<file path="config.mk">
export PLATFORM = sky130hd
export DESIGN_NAME = floating_point_accum_seq
export DESIGN_NICKNAME = d
export VERILOG_FILES = /design/src/rtl/floating_point_pkg.sv /design/src/rtl/floating_point_accum_seq_fifo.sv /design/src/rtl/floating_point_accum_seq.sv
export SDC_FILE = /design/constraint.sdc
export NUM_CORES = 1
export LEC_CHECK = 0
export ABC_AREA = 1
export CAP_MARGIN = 30
export CORE_MARGIN = 3
export CORE_UTILIZATION = 35
export CTS_BUF_LIST = sky130_fd_sc_hd__clkbuf_16
export DETAILED_ROUTE_END_ITERATION = 16
export PLACE_DENSITY = 0.6
export RECOVER_POWER = 100
export SYNTH_ARGS = -nofsm -noshare
export SYNTH_HDL_FRONTEND = slang
export SYNTH_SLANG_ARGS = --single-unit
export TNS_END_PERCENT = 100
</file>
<file path="constraint.sdc">
create_clock -name clk -period 2.81 [get_ports clk]
set_clock_uncertainty 0.15 [all_clocks]
set_input_delay 0.281 -clock clk [delete_from_list [all_inputs] [get_ports clk]]
set_output_delay 0.281 -clock clk [all_outputs]
set_load 0.02 [all_outputs]
</file>
<file path="src/rtl/floating_point_pkg.sv">
// Shared types and constants for the floating-point accumulator stimulus sequencer.
package floating_point_pkg;

    typedef enum logic [1:0] {
        IDLE  = 2'd0,
        RUN   = 2'd1,
        DRAIN = 2'd2
    } state_t;

    localparam int FIFO_DEPTH = 4;
    localparam int CNT_W      = 5;

    function automatic logic [CNT_W-1:0] sat_inc(input logic [CNT_W-1:0] value);
        return (value == {CNT_W{1'b1}}) ? value : value + CNT_W'(1);
    endfunction

endpackage

</file>
<file path="src/rtl/floating_point_accum_seq_fifo.sv">
// Four-entry synchronous FIFO holding {tlast, tdata} beats between the ROM pipeline and the stream output.
module floating_point_accum_seq_fifo
    import floating_point_pkg::*;
#(
    parameter int WIDTH = 33
) (
    input  logic             clk,
    input  logic             rst_n,
    input  logic             push,
    input  logic [WIDTH-1:0] push_data,
    input  logic             pop,
    output logic [WIDTH-1:0] head,
    output logic [2:0]       count,
    output logic             empty
);

    localparam int PTR_W = $clog2(FIFO_DEPTH);

    logic [WIDTH-1:0] mem [FIFO_DEPTH];
    logic [PTR_W-1:0] wr_ptr;
    logic [PTR_W-1:0] rd_ptr;
    logic             do_push;
    logic             do_pop;

    assign empty   = (count == 3'd0);
    assign do_pop  = pop & ~empty;
    assign do_push = push & (count != 3'(FIFO_DEPTH));
    assign head    = mem[rd_ptr];

    // Storage carries no reset; the output side masks it while empty.
    always_ff @(posedge clk) begin
        if (do_push) begin
            mem[wr_ptr] <= push_data;
        end
    end

    always_ff @(posedge clk or negedge rst_n) begin
        if (!rst_n) begin
            wr_ptr <= '0;
            rd_ptr <= '0;
            count  <= '0;
        end else begin
            if (do_push) begin
                wr_ptr <= wr_ptr + PTR_W'(1);
            end
            if (do_pop) begin
                rd_ptr <= rd_ptr + PTR_W'(1);
            end
            case ({do_push, do_pop})
                2'b10:   count <= count + 3'd1;
                2'b01:   count <= count - 3'd1;
                default: count <= count;
            endcase
        end
    end

endmodule

</file>
<file path="src/rtl/floating_point_accum_seq.sv">
// Stimulus sequencer: walks operand/tlast ROMs, streams beats under backpressure, counts results.
// Optional wrap-around looping is enabled by defining FLT_ACCUM_SEQ_LOOP_EN.
module floating_point_accum_seq
    import floating_point_pkg::*;
#(
    parameter int DEPTH  = 10,
    parameter int ADDR_W = 4,
    parameter int DATA_W = 32
) (
    input  logic              clk,
    input  logic              rst_n,
    input  logic              start,
    output logic              busy,
    output logic              done,
    output logic [ADDR_W-1:0] rd_addr,
    input  logic [DATA_W-1:0] rom_tdata,
    input  logic              rom_tlast,
    output logic              m_axis_tvalid,
    input  logic              m_axis_tready,
    output logic [DATA_W-1:0] m_axis_tdata,
    output logic              m_axis_tlast,
    input  logic              s_res_tvalid,
    output logic [CNT_W-1:0]  pkts_sent,
    output logic [CNT_W-1:0]  res_rcvd
);

`ifdef FLT_ACCUM_SEQ_LOOP_EN
    localparam logic [ADDR_W-1:0] LAST_ADDR = ADDR_W'(DEPTH - 1);
`else
    localparam logic [ADDR_W-1:0] PRE_LAST_ADDR = ADDR_W'(DEPTH - 2);
`endif

    state_t            state;
    state_t            state_next;
    logic              issue;
    logic [ADDR_W-1:0] addr_next;
    logic              done_set;
    logic              vld_p1;
    logic              vld_p2;
    logic [2:0]        fifo_count;
    logic              fifo_empty;
    logic [DATA_W:0]   fifo_head;
    logic [2:0]        inflight;
    logic              credit_ok;
    logic              start_accept;
    logic              xfer;

    // Beats in the FIFO plus those still in the ROM pipeline must never exceed the FIFO depth.
    assign inflight     = fifo_count + {2'b00, vld_p1} + {2'b00, vld_p2};
    assign credit_ok    = (inflight < 3'(FIFO_DEPTH));
    assign start_accept = (state == IDLE) && start;
    assign xfer         = m_axis_tvalid & m_axis_tready;

    assign m_axis_tvalid = ~fifo_empty;
    assign m_axis_tdata  = fifo_empty ? '0 : fifo_head[DATA_W-1:0];
    assign m_axis_tlast  = fifo_empty ? 1'b0 : fifo_head[DATA_W];

    always_ff @(posedge clk or negedge rst_n) begin
        if (!rst_n) begin
            state <= IDLE;
        end else begin
            state <= state_next;
        end
    end

    always_comb begin
        state_next = state;
        issue      = 1'b0;
        addr_next  = rd_addr;
        done_set   = 1'b0;
        unique case (state)
            IDLE: begin
                if (start) begin
                    state_next = RUN;
                    issue      = 1'b1;
                    addr_next  = '0;
                end
            end
            RUN: begin
`ifdef FLT_ACCUM_SEQ_LOOP_EN
                if ((rd_addr == LAST_ADDR) && !start) begin
                    state_next = DRAIN;
                end else if (credit_ok) begin
                    issue     = 1'b1;
                    addr_next = (rd_addr == LAST_ADDR) ? '0 : rd_addr + ADDR_W'(1);
                end
`else
                if (credit_ok) begin
                    issue     = 1'b1;
                    addr_next = rd_addr + ADDR_W'(1);
                    if (rd_addr == PRE_LAST_ADDR) begin
                        state_next = DRAIN;
                    end
                end
`endif
            end
            DRAIN: begin
                if (fifo_empty && !vld_p1 && !vld_p2 && (res_rcvd == pkts_sent)) begin
                    state_next = IDLE;
                    done_set   = 1'b1;
                end
            end
            default: state_next = IDLE;
        endcase
    end

    // p1: address presented to the ROMs; p2: ROM output valid, written to the FIFO next edge.
    always_ff @(posedge clk or negedge rst_n) begin
        if (!rst_n) begin
            rd_addr   <= '0;
            vld_p1    <= 1'b0;
            vld_p2    <= 1'b0;
            busy      <= 1'b0;
            done      <= 1'b0;
            pkts_sent <= '0;
            res_rcvd  <= '0;
        end else begin
            vld_p1 <= issue;
            vld_p2 <= vld_p1;
            done   <= done_set;
            if (issue) begin
                rd_addr <= addr_next;
            end
            if (start_accept) begin
                busy <= 1'b1;
            end else if (done) begin
                busy <= 1'b0;
            end
            if (start_accept) begin
                pkts_sent <= '0;
                res_rcvd  <= '0;
            end else begin
                if (xfer && m_axis_tlast) begin
                    pkts_sent <= sat_inc(pkts_sent);
                end
                if (s_res_tvalid && (state != IDLE)) begin
                    res_rcvd <= sat_inc(res_rcvd);
                end
            end
        end
    end

    floating_point_accum_seq_fifo #(
        .WIDTH(DATA_W + 1)
    ) u_fifo (
        .clk      (clk),
        .rst_n    (rst_n),
        .push     (vld_p2),
        .push_data({rom_tlast, rom_tdata}),
        .pop      (xfer),
        .head     (fifo_head),
        .count    (fifo_count),
        .empty    (fifo_empty)
    );

endmodule

</file>
* After elaboration in Yosys (flattened, before gate mapping)
Memory sizes are Yosys's and may differ from the RTL's.
Cells that the tools add are included.
** Storage, ports and cells
- Flip-flop bits (word level) :: 27
- Bits in latches :: 0
- Bits in writable memories :: 132
- Bits in read-only memories :: 0
- Logic and storage cells :: 87
- Memories :: 1
** Operators by class
- $add $sub $neg :: 9
- Multipliers :: 0
- Divide/modulo/power cells :: 0
- Magnitude comparators :: 1
- Equality and inequality tests :: 15
- Shift operators :: 0
- Muxes and demuxes :: 26
- Bitwise operators :: 4
- Reduce and logical (&&, ||, !) cells :: 20
** Memory list
- u_fifo.mem :: words 4, bits a word 33, rd ports 1, clocked after Yosys merged registers in 0, wr ports 1, RTL line floating_point_accum_seq_fifo.sv:19 : logic [WIDTH-1:0] mem [FIFO_DEPTH];
** Operator list (number)
- $mux 32 :: 1
- $mux 5 :: 6
- $ne 2x2->1 const B :: 6
- $reduce_bool 2->1 :: 6
- $add 5x1->5 const B :: 2
- $eq 5x5->1 const B :: 2
- $mux 1 :: 9
- $mux 2 :: 4
- $mux 4 :: 2
- $pmux 4 s2 :: 1
- $reduce_and 4->1 :: 2
- $add 3x1->3 :: 2
- $logic_and 1x1->1 :: 6
- $pmux 2 s3 :: 1
- $pmux 3 s2 :: 1
- $eq 5x5->1 :: 1
- $add 2x1->2 const B :: 2
- $add 4x1->4 const B :: 1
- $eq 2x1->1 const B :: 2
- $eq 2x2->1 const B :: 2
- $eq 4x4->1 const B :: 1
- $reduce_and 2->1 :: 2
- $add 3x1->3 const B :: 1
- $and 1x1->1 :: 3
- other kinds (8) :: 9

* Longest topological paths before layout
- Word-level depth :: 6
- Mapped depth :: 10
- Mapped depth without buffers :: 10

* By module
Synthesis repeated with hierarchy kept, for this count alone.
** Unflattened totals
- Cell total of the unflattened synthesis :: 653
- Area, all modules :: 7113.1 µm²
** Modules (own cells, without submodules)
- floating_point_accum_seq_fifo :: times used 1, cells each 445, area each 5694.2 µm², seq. area each 4139.0 µm²
- floating_point_accum_seq :: times used 1, cells each 208, area each 1418.9 µm², seq. area each 500.5 µm²

* Worst setup path after synthesis
Ideal clock, no wire load.
- Path kind :: reg-to-reg
- From :: register u_fifo.count[1]
- To :: memory u_fifo.mem[0][0] (enable)
- Library setup time :: 0.423 ns
- Arrival :: 2.080 ns
- Required time :: 2.237 ns
- Setup slack :: 0.157 ns
- Cell stages (with the launch flop) :: 5
- Path buffers :: 0
- Clock period less this slack :: 2.653 ns
- Cell sequence :: dfrtp_1 -> nor2_1 -> nand2_1 -> nand2_1 -> nor2_1
** On the way
- Longest elaborated chain between the ends :: 4
** Ends and longest elaborated chain
- from (decl) :: RTL line floating_point_accum_seq_fifo.sv:13 : output logic [2:0] count,
- from (signal assigned) :: RTL line floating_point_accum_seq_fifo.sv:50 : 2'b10: count <= count + 3'd1;
- from (signal assigned) :: RTL line floating_point_accum_seq_fifo.sv:51 : 2'b01: count <= count - 3'd1;
- from (signal assigned) :: RTL line floating_point_accum_seq_fifo.sv:52 : default: count <= count;
- $ne 3x3->1 :: RTL line floating_point_accum_seq_fifo.sv:27 : assign do_push = push & (count != 3'(FIFO_DEPTH));
- $and 1x1->1 :: RTL line floating_point_accum_seq_fifo.sv:27
- $mux 1 :: RTL line floating_point_accum_seq_fifo.sv:32 : if (do_push) begin
- $mux 1 (not written as such) :: RTL line floating_point_accum_seq_fifo.sv:33 : mem[wr_ptr] <= push_data;
- to (decl) :: RTL line floating_point_accum_seq_fifo.sv:19
No other way between the ends.

* Worst setup path after layout
- From :: register u_fifo.count[1]
- To :: output port m_axis_tdata[0]
** On the way
- Longest elaborated chain between the ends :: 2
** Ends and longest elaborated chain
- $logic_not 3->1 :: RTL line floating_point_accum_seq_fifo.sv:25 : assign empty = (count == 3'd0);
- $mux 32 :: RTL line floating_point_accum_seq.sv:55 : assign m_axis_tdata = fifo_empty ? '0 : fifo_head[DATA_W-1:0];
- to (decl) :: RTL line floating_point_accum_seq.sv:20 : output logic [DATA_W-1:0] m_axis_tdata,
No other way between the ends.

==> results.py <==
metrics = {
    "cts": {
        "hold_buffers": 0,
        "cts_tree": "built",
        "clock-sinks": 159,
        "clockBufferDepth": 2,
        "numCtsBuffers": 17,
        "clk_pin_slew_ps": 60,
        "h-tree-depth": 4,
        "clock-root-buffer": "clkbuf_16",
        "clk_latency_ps": 420,
    },
    "global_route": {
        "grt_overflow_total": 0,
        "grt_pass1_vias": 4606,
        "antenna_found_initial": 4,
        "grt.total_usage_pct": 15.0,
        "grt_max_degree": 34,
        "grt_pass1_wl_mm": 23.7,
    },
    "route": {
        "route.vias.total": 4465,
        "post_drt_via_cell_ratio": 4.89,
        "wl_per_cell_um": 16.1,
        "routed_wl_mm": 14.7,
        "drc": 0,
        "drt-initial-drc-count": 258,
        "final_antenna_net_count": 0,
        "drt-pass1-iter-count": 4,
    },
    "power_and_ir_drop": {
        "power_density_mw_per_mm2": 1260,
        "p_leak_uw": 0.00317,
        "irDropWorstVdd_mv": 0.532,
        "power_switching_uw": 4050,
        "switching_share_pct": 38.3,
        "p_int_uw": 6540,
        "pwr-share-seq_pct": 34.0,
        "combPwrFrac_pct": 43.4,
        "pwr-share-clk_pct": 22.5,
    },
    "final_layout": {
        "area_delta_synth_final_pct": 26.5,
        "finalNetCount": 723,
        "final_layout_size_suffix_gt1_share_pct": 8.63,
        "final_cells": 913,
        "n_antenna_cell": 0,
    },
    "yosys": {
        "synthDistinctLibCells": 30,
        "synth_top_area_share_pct": 59.5,
        "synth_async_sr_flop_share_pct": 17.0,
        "synth_edf_count": 132,
        "synth_fa_ha_area_share_pct": 2.55,
        "yosysWarnings": 0,
        "synth_seq_cells": 159,
        "synth_nets": 625,
        "syn_area_mm2": 0.00666,
        "synth_ff_type": "edfxtp_1",
        "synth_compound_area_share_pct": 8.88,
        "synth_area_leaders": "edfxtp_1 (59%), dfrtp_1 (10%), nor2_1 (8.5%)",
        "yosysMostFrequentCell": "nor2_1",
        "synth_top_family_by_area": "simple AND/OR/NAND/NOR gates",
        "synth_top_area_cell": "edfxtp_1",
        "synthMuxAreaShare_pct": 0,
        "synthCells": 574,
        "synthSimpleGateAreaFrac_pct": 13.4,
        "synth_xor_area_share_pct": 1.18,
        "yosysSeqAreaShare_pct": 69.6,
        "synthTopCellsByCount": "nor2_1 (151), edfxtp_1 (132), o21ai_0 (66), a21oi_1 (37), nand2_1 (36)",
        "syn_avg_cell_area_um2": 11.6,
    },
    "outcome": {
        "status": "finished, violations left",
        "violations": "max-capacitance violations, max-slew violations",
    },
    "floorplanning": {
        "start_util_pct": 36.4,
        "die_h_um": 144,
        "die_w_um": 144,
        "core_mm2": 0.0183,
        "dieArea_mm2": 0.0207,
        "fp-row-count": 49,
        "io-pin-count": 88,
    },
    "job": {
        "maxCapViolCount": 1,
    },
    "critical_path": {
        "worstPathRequired_ps": 2380,
        "worst_setup_path_start_kind": "register",
        "cp-end-kind": "output pin",
        "path_class": "reg2out",
        "cp.arrival_ps": 2310,
        "crit_path_max_fanout": 32,
    },
    "timing": {
        "finalSetupViolations": 0,
        "layout_min_cycle_time_ps": 2740,
        "setup_slack_ps": 72.7,
        "worstMarginPinSlew_ps": 1520,
        "fmax_mhz": 365,
        "hold_violations": 0,
        "fin_crit_sh_pct": 97.4,
        "rsz0062_at_grt": "true",
        "drv_slew": 28,
        "max-slew-margin-rel_pct": -1.55,
    },
    "placed_design": {
        "io_buffers": 87,
        "post-place-ws_ps": 469,
        "dp.cells": 882,
        "hpwl_mm": 9.15,
        "place.gp.congestion": 0.784,
    },
    "worst_hold_path": {
        "hold_path_class": "reg2reg",
    },
}
[final cells by class]
cell class	instances	area [um2]
flip-flops and latches	159	4640
clock inverters	14	193
inverters	34	133
repair buffers	105	1010
clock buffers	17	425
well taps	229	287
multi-input cells	355	1740
fillers	1642	9900
[power by group through the flow]
| stage | Combinational, uW | Clock [uW] | Sequential, uW |
|---|---|---|---|
| floorplan | 2780 | 0 | 3680 |
| detailed placement | 4800 | 0 | 3640 |
| CTS | 4820 | 2430 | 3600 |
| global route | 5130 | 2550 | 3680 |
| finish | 4600 | 2390 | 3600 |
| global placement | 4730 | 0 | 3620 |
[through the flow]
stage / hold WS, ps / total power (uW) / area, um2 / utilization (%) / TNS (ps)
5_1_grt: 283 / 11400 / 8430 / 46.0 / -361
2_1_floorplan: -165 / 6460 / 6660 / - / 0
4_1_cts: 112 / 10900 / 8470 / 46.2 / 0
3_3_place_gp: 261 / 8350 / 7860 / 42.9 / 0
6_report: 263 / 10600 / 8430 / 46.0 / 0
3_5_place_dp: 260 / 8450 / 7860 / 42.9 / 0
[worst max-delay path, stage by stage, from the launching register on]
cell	delay (ps)
dfrtp_1	420
nor2_1	90
nand2_1	140
inv_1	130
buf_12	200
a21oi_1	230
clkdlybuf4s50_1	660
[layer usage]
layer,vias to the layer above,track usage (%),routed length (um)
li1,2166,-,-
met1,2146,19.0,6580
met2,123,24.5,6950
met3,24,4.89,916
met4,6,4.96,217
met5,-,0,34
[cell usage in the layout (no fill, tap or decap), types with 2 or more instances in the layout]
cell / n
a21oi_1: 37
buf_12: 2
buf_4: 8
bufinv_16: 4
clkbuf_1: 3
clkbuf_16: 17
clkbuf_2: 5
clkdlybuf4s50_1: 33
clkinv_1: 2
clkinv_4: 5
dfrtp_1: 26
dlygate4sd3_1: 52
edfxtp_1: 132
ha_1: 12
inv_1: 32
inv_4: 2
nand2_1: 37
nand2_2: 2
nand3_1: 14
nand3_2: 3
nor2_1: 149
nor2_2: 2
nor2_4: 3
nor3_1: 3
o21ai_0: 66
o21ai_1: 12
xnor2_1: 3
xor2_1: 6
[what timing repair did]
action | in CTS | in global routing
cloned | 0 | 0
buffers inserted | 0 | 0
setup endpoints to repair | 1 | 12
resized for setup | 1 | 3
[registers in the layout (all words and copies together), names as in the netlist]
name / cells
pkts_sent: 5
u_fifo.rd_ptr: 2
res_rcvd: 5
u_fifo.count: 3
done: 1
vld_p1: 1
u_fifo.wr_ptr: 2
u_fifo.mem: 132
vld_p2: 1
state: 2
busy: 1
rd_addr: 4
[cell families after synthesis]
kind of cell	Yosys count
flip-flops	159
AO/OA/AOI/OAI	117
XOR/XNOR	9
adder cells (fa/ha/maj)	13
buffers and inverters	60
AND/OR/NAND/NOR	216
[final timing paths]
| check | to | start | cells past startpoint | slack, ps |
|---|---|---|---|---|
| max reg2reg | u_fifo.mem[1][11]$_DFFE_PP_ | u_fifo.count[1]$_DFFE_PN0P_ | 6 | 250 |
| min in group asynchronous | rd_addr[3]$_DFFE_PN0P_ | rst_n | 2 | 630 |
| max | m_axis_tdata[0] | u_fifo.count[1]$_DFFE_PN0P_ | 6 | 70 |
| min | vld_p2$_DFF_PN0_ | vld_p1$_DFF_PN0_ | 0 | 260 |
| min reg2reg | vld_p2$_DFF_PN0_ | vld_p1$_DFF_PN0_ | 0 | 260 |
| max in group asynchronous | u_fifo.rd_ptr[0]$_DFFE_PN0P_ | rst_n | 2 | 880 |
No activity file was read; power rests on OpenSTA's default activity.
